==> config.mk <==
export PLATFORM = sky130hd
export DESIGN_NAME = bram_stream_reader
export DESIGN_NICKNAME = d
export VERILOG_FILES = /design/src/rtl/bram_stream_reader.sv
export SDC_FILE = /design/constraint.sdc
export NUM_CORES = 1
export LEC_CHECK = 0
export ABC_AREA = 1
export BUFFER_PORTS_ARGS = -buffer_cell sky130_fd_sc_hd__buf_2
export CORE_ASPECT_RATIO = 1.2
export CORE_MARGIN = 5
export CORE_UTILIZATION = 55
export CTS_BUF_LIST = sky130_fd_sc_hd__clkbuf_8
export DETAILED_ROUTE_END_ITERATION = 6
export HOLD_SLACK_MARGIN = 0.08
export PLACE_DENSITY = 0.75
export SLEW_MARGIN = 20
export SYNTH_ARGS = -nofsm -noshare
export SYNTH_HDL_FRONTEND = slang
export SYNTH_SLANG_ARGS = --single-unit
==> constraint.sdc <==
create_clock -name clk -period 6.8 [get_ports clk]
set_clock_uncertainty 0.15 [all_clocks]
set_input_delay 0.68 -clock clk [delete_from_list [all_inputs] [get_ports clk]]
set_output_delay 0.68 -clock clk [all_outputs]
set_load 0.02 [all_outputs]
==> src/rtl/bram_stream_reader.sv <==
// ---------------------------------------------------------------------------
// bram_stream_reader
//
// Reads a programmed span of the capture buffer's 32-bit port B and presents
// the words as an AXI4-Stream master. The BRAM read latency is absorbed by a
// small credit-controlled FIFO. With tready held high, one beat is sent every
// clock.
//
// Optional feature macro: BRAM_READER_TLAST_EN (adds m_axis_tlast).
//
// Ports
//   clk            system clock
//   rstn           synchronous active-low reset
//   start          one-cycle command pulse (honoured only when idle)
//   base           first port-B address, sampled with start
//   len            number of words, 0..2^ADDR_W, sampled with start
//   busy           transfer in progress (from accepted start until done)
//   done           one-cycle end-of-transfer pulse
//   bram_addr      port-B address (addrb)
//   bram_en        port-B read enable (enb)
//   bram_dout      port-B read data (doutb)
//   m_axis_tdata   stream data
//   m_axis_tvalid  stream valid
//   m_axis_tready  stream ready
//   m_axis_tlast   final beat marker (BRAM_READER_TLAST_EN only)
// ---------------------------------------------------------------------------
module bram_stream_reader #(
    parameter int ADDR_W   = 10,
    parameter int DATA_W   = 32,
    parameter int READ_LAT = 1
) (
    input  logic              clk,
    input  logic              rstn,
    input  logic              start,
    input  logic [ADDR_W-1:0] base,
    input  logic [ADDR_W:0]   len,
    output logic              busy,
    output logic              done,
    output logic [ADDR_W-1:0] bram_addr,
    output logic              bram_en,
    input  logic [DATA_W-1:0] bram_dout,
    output logic [DATA_W-1:0] m_axis_tdata,
    output logic              m_axis_tvalid,
    input  logic              m_axis_tready
`ifdef BRAM_READER_TLAST_EN
    ,
    output logic              m_axis_tlast
`endif
);

    localparam int FIFO_DEPTH = READ_LAT + 3;
    localparam int PTR_W      = $clog2(FIFO_DEPTH);
    localparam int CNT_W      = $clog2(FIFO_DEPTH + 1);

    typedef enum logic [1:0] {
        IDLE,
        RUN,
        DRAIN,
        FIN
    } state_t;

    state_t state, state_nxt;

    logic [ADDR_W-1:0] nxt_addr;   // address of the next read to issue
    logic [ADDR_W:0]   rem;        // reads still to issue
    logic [READ_LAT-1:0] vld_p;    // tracks issued reads through the BRAM
    logic [CNT_W-1:0]  inflight;   // issued reads not yet in the FIFO
    logic [CNT_W-1:0]  count;      // FIFO occupancy
    logic [PTR_W-1:0]  wr_ptr;
    logic [PTR_W-1:0]  rd_ptr;
    logic [DATA_W-1:0] mem [FIFO_DEPTH];

    logic              pop;
    logic              push;
    logic              credit;
    logic              issue_start;
    logic              issue_run;
    logic              issue;
    logic [CNT_W-1:0]  occ_after_pop;
    logic [CNT_W:0]    credit_sum;

    assign m_axis_tvalid = (count != '0);
    // The head register is not reset, so gate it to keep tdata at zero when idle.
    assign m_axis_tdata  = m_axis_tvalid ? mem[rd_ptr] : '0;

    assign pop  = m_axis_tvalid & m_axis_tready;
    assign push = vld_p[READ_LAT-1];

    // A read may only be issued if the FIFO can hold it even when every read
    // already in flight lands first; the pop this cycle frees a slot early.
    assign occ_after_pop = count - CNT_W'(pop);
    assign credit_sum    = {1'b0, occ_after_pop} + {1'b0, inflight};
    assign credit        = (credit_sum < (CNT_W + 1)'(FIFO_DEPTH));

    // The first read goes out on the same edge that accepts start; the FIFO
    // is always empty in IDLE so no credit check is needed there.
    assign issue_start = (state == IDLE) && start && (len != '0);
    assign issue_run   = (state == RUN) && (rem != '0) && credit;
    assign issue       = issue_start | issue_run;

    assign busy = (state != IDLE);
    assign done = (state == FIN);

    // Next-state logic. An empty transfer passes through DRAIN (which exits at
    // once) so done keeps the same one-cycle spacing after the command.
    always_comb begin
        state_nxt = state;
        case (state)
            IDLE: begin
                if (start) begin
                    state_nxt = (len != '0) ? RUN : DRAIN;
                end
            end
            RUN: begin
                if (rem == '0) begin
                    state_nxt = DRAIN;
                end
            end
            DRAIN: begin
                if ((inflight == '0) && (occ_after_pop == '0)) begin
                    state_nxt = FIN;
                end
            end
            FIN: begin
                state_nxt = IDLE;
            end
            default: begin
                state_nxt = IDLE;
            end
        endcase
    end

    // Stage p0: FSM, address generation and read issue
    always_ff @(posedge clk) begin
        if (!rstn) begin
            state     <= IDLE;
            bram_en   <= 1'b0;
            bram_addr <= '0;
            nxt_addr  <= '0;
            rem       <= '0;
        end else begin
            state   <= state_nxt;
            bram_en <= issue;
            if (issue_start) begin
                bram_addr <= base;
                nxt_addr  <= base + 1'b1;
                rem       <= len - 1'b1;
            end else if (issue_run) begin
                bram_addr <= nxt_addr;
                nxt_addr  <= nxt_addr + 1'b1;
                rem       <= rem - 1'b1;
            end
        end
    end

    // Stage p1..pN: valid follows the read through the BRAM latency
    always_ff @(posedge clk) begin
        if (!rstn) begin
            vld_p    <= '0;
            inflight <= '0;
        end else begin
            vld_p[0] <= bram_en;
            for (int i = 1; i < READ_LAT; i++) begin
                vld_p[i] <= vld_p[i-1];
            end
            inflight <= inflight + CNT_W'(issue) - CNT_W'(push);
        end
    end

    // Stage FIFO: capture landed words, present the head to the stream
    always_ff @(posedge clk) begin
        if (!rstn) begin
            count  <= '0;
            wr_ptr <= '0;
            rd_ptr <= '0;
        end else begin
            count <= count + CNT_W'(push) - CNT_W'(pop);
            if (push) begin
                wr_ptr <= (wr_ptr == PTR_W'(FIFO_DEPTH - 1)) ? '0 : wr_ptr + 1'b1;
            end
            if (pop) begin
                rd_ptr <= (rd_ptr == PTR_W'(FIFO_DEPTH - 1)) ? '0 : rd_ptr + 1'b1;
            end
        end
    end

    always_ff @(posedge clk) begin
        if (push) begin
            mem[wr_ptr] <= bram_dout;
        end
    end

`ifdef BRAM_READER_TLAST_EN
    // Beats still to be sent; the head word is the last one when this is 1.
    logic [ADDR_W:0] beats_left;

    always_ff @(posedge clk) begin
        if (!rstn) begin
            beats_left <= '0;
        end else if ((state == IDLE) && start) begin
            beats_left <= len;
        end else if (pop) begin
            beats_left <= beats_left - 1'b1;
        end
    end

    assign m_axis_tlast = m_axis_tvalid && (beats_left == (ADDR_W + 1)'(1));
`endif

endmodule
==> impl_metrics.json <==
{
  "status": "finished clean",
  "critical_path_buf_inv_count": 6,
  "crit_type": "reg -> reg",
  "grt_max_degree": 66,
  "synth_ff_type": "edfxtp_1",
  "yosysTopAreaCellShare_pct": 48.5,
  "drt_iter0_markers": 409,
  "synth-edff-count": 128,
  "yosysSeqAreaShare_pct": 60.4,
  "core-area_um2": 14300,
  "rows": 48,
  "cp_cell_sequence": "nor3_2 > inv_1 > nand2_1 > inv_1 > ha_1 > ha_1 > xnor2_1 > inv_1 > ha_1 > nor3_1 > nand4_1 > nand2_4 > inv_1 > ha_1 > inv_1 > ha_1 > inv_1 > fa_1 > xor2_1 > o21ai_0 > a21oi_1",
  "synth_area_leaders": "edfxtp_1 49%, dfxtp_1 12%, nor2_1 7.5%",
  "layout_common_cells": "158 x nor2_1, 128 x edfxtp_1, 102 x buf_2, 87 x nand2_1, 87 x o21ai_0",
  "nNetsFinal": 978,
  "fin_hold_ws_ns": 0.287,
  "p_leak_uw": 0.00373,
  "postLayoutCellArea_um2": 8910,
  "htreeDepth": 4,
  "antenna_found_initial": 2,
  "cts_tree": "yes",
  "placedCellCount": 1055,
  "drive_gt1_share_pct": 19.2,
  "seqCellArea_um2": 4790,
  "post_cts_buffers": 0,
  "finalSetupViolations": 0,
  "period_needed_ns": 4.39,
  "critPathRequiredTime_ns": 6.98,
  "placed_area_um2": 8490,
  "first_pass_iters": 5,
  "mostFrequentLayoutCell": "nor2_1",
  "grt_usage_pct": 19.2,
  "start_util_pct": 55.4,
  "cts_resized": 0,
  "tns_ns": 0,
  "grt.overflow.total": 0,
  "synth_seq_cells": 175,
  "ioPinCount": 103,
  "wl_um": 16100,
  "tightest_slew_ns": 0.936,
  "clk_pin_slew_ns": 0.09,
  "synth_nets": 887,
  "diodes": 0,
  "ys_warn_count": 0,
  "slowest_delay_ns": 0.43,
  "synth_cell_types": 41,
  "cp.arrival_ns": 4.57,
  "rsz0062_at_grt": "false",
  "crit_path_start_kind": "flop",
  "yosys.area.top_type": "edfxtp_1",
  "cts_hold_buf": 0,
  "crit_path_end_kind": "flop",
  "clk_path_buf_depth": 2,
  "vias": 5766,
  "clk_latency_ns": 0.45,
  "dieHeight_um": 141,
  "fp.dieW_um": 120,
  "timing.slew.headroom_pct": 37.5,
  "die_area_um2": 16900,
  "netlist_area_um2": 7920,
  "synth.avg_cell_area_um2": 9.80,
  "cts_root_buf": "clkbuf_8",
  "max_freq_mhz": 228,
  "grt_pass1_wl_um": 25600,
  "finalNonFillerCells": 1087,
  "power.density_nw_per_um2": 399,
  "fin_util_pct": 62.3,
  "critPathTopFamily": "adder cells",
  "via_per_inst": 5.30,
  "syn_inst": 808,
  "area_growth_pct": 12.5,
  "multi_input_area_um2": 2620,
  "dp_hpwl_um": 10100,
  "numCtsBuffers": 17,
  "ant_nets": 0,
  "crit_top_cell": "inv_1",
  "ir_drop_mv": 0.206,
  "cpMaxStageDelayCell": "inv_1",
  "worstHoldPathType": "in -> reg",
  "grt_pass1_vias": 5411,
  "drv_cap": 0,
  "io_buffers": 102,
  "min_period_over_period_pct": 64.5,
  "drc": 0,
  "cp_max_fo": 42,
  "fill_cells": 1184,
  "cts.sinks": 175,
  "routabilityCongestion": 0.821,
  "slew_viol_final": 0,
  "hold_viol": 0,
  "post_drt_wl_per_cell_um": 14.8,
  "async_reset_ff_share_pct": 0
}
final cells by class:
class	count	share of cell area, %
flip-flops and latches	175	53.7
multi-input cells	515	29.3
repair buffers	110	6.40
inverters	80	3.40
clock buffers	17	2.63
well taps	175	2.46
clock inverters	15	2.06
worst paths after layout:
kind,start,end,slack [ns],cells past startpoint
max,count[2]$_SDFF_PN0_,inflight[2]$_SDFF_PN0_,2.41,21
min,bram_dout[15],mem[3][15]$_DFFE_PP_,0.29,1
max reg2reg,count[2]$_SDFF_PN0_,inflight[2]$_SDFF_PN0_,2.41,21
min reg2reg,bram_addr[4]$_SDFFE_PN0P_,bram_addr[4]$_SDFFE_PN0P_,0.33,2
Yosys cell counts (3+ instances only):
library cell    n
buf_4           3
nand4_1         7
nand3b_1        4
nand2_1        87
nor2_4          3
nor3_1          8
xor2_1          5
nand2_2        15
inv_1          77
buf_6           4
clkbuf_1       24
dfxtp_1        47
nand3_1        38
nor2_1        158
nor2_2          3
a21oi_1        54
nand2_4         4
o21ai_0        87
ha_1           20
a31oi_1         3
edfxtp_1      128
routing by layer:
| layer | part of all wire, % | global-route usage, % | vias to the layer above | wire length (µm) |
|---|---|---|---|---|
| li1 | - | - | 2886 | - |
| met1 | 42 | 22.9 | 2663 | 6710 |
| met2 | 49 | 32.8 | 181 | 7920 |
| met3 | 6.5 | 4.51 | 32 | 1050 |
| met4 | 2.2 | 9.35 | 4 | 359 |
| met5 | 0.13 | 0 | - | 21 |
registers in the layout, summed over array words and instances (netlist names), named ones only:
signal     count
wr_ptr         2
bram_en        1
mem          128
state          2
push           1
bram_addr     10
count          3
rd_ptr         2
nxt_addr      10
inflight       3
rem           11
logic make-up (layout without fill, tap and decap cells):
| group | after synthesis | count (layout) | share of synthesized area [%] |
|---|---|---|---|
| simple gates | 330 | 330 | 18.2 |
| flops | 175 | 175 | 60.4 |
| compound gates | 156 | 156 | 10.3 |
| fa+ha+maj | 22 | 22 | 3.67 |
| buf+inv | 118 | 222 | 6.64 |
| xor+xnor | 7 | 7 | 0.774 |
per-stage QoR:
step	power, µW	setup WS, ns
4_1_cts	3580	2.39
5_1_grt	3810	1.99
3_5_place_dp	2840	2.24
3_3_place_gp	2820	2.28
6_report	3550	2.41
2_1_floorplan	2470	2.77
where the power goes:
part	internal, µW	switching [µW]	total (µW)
sequential	1280	65.6	1340
combinational	460	1010	1470
clock	369	370	739
total	2100	1450	3550
Note: power is estimated with default switching activity, not from simulation.
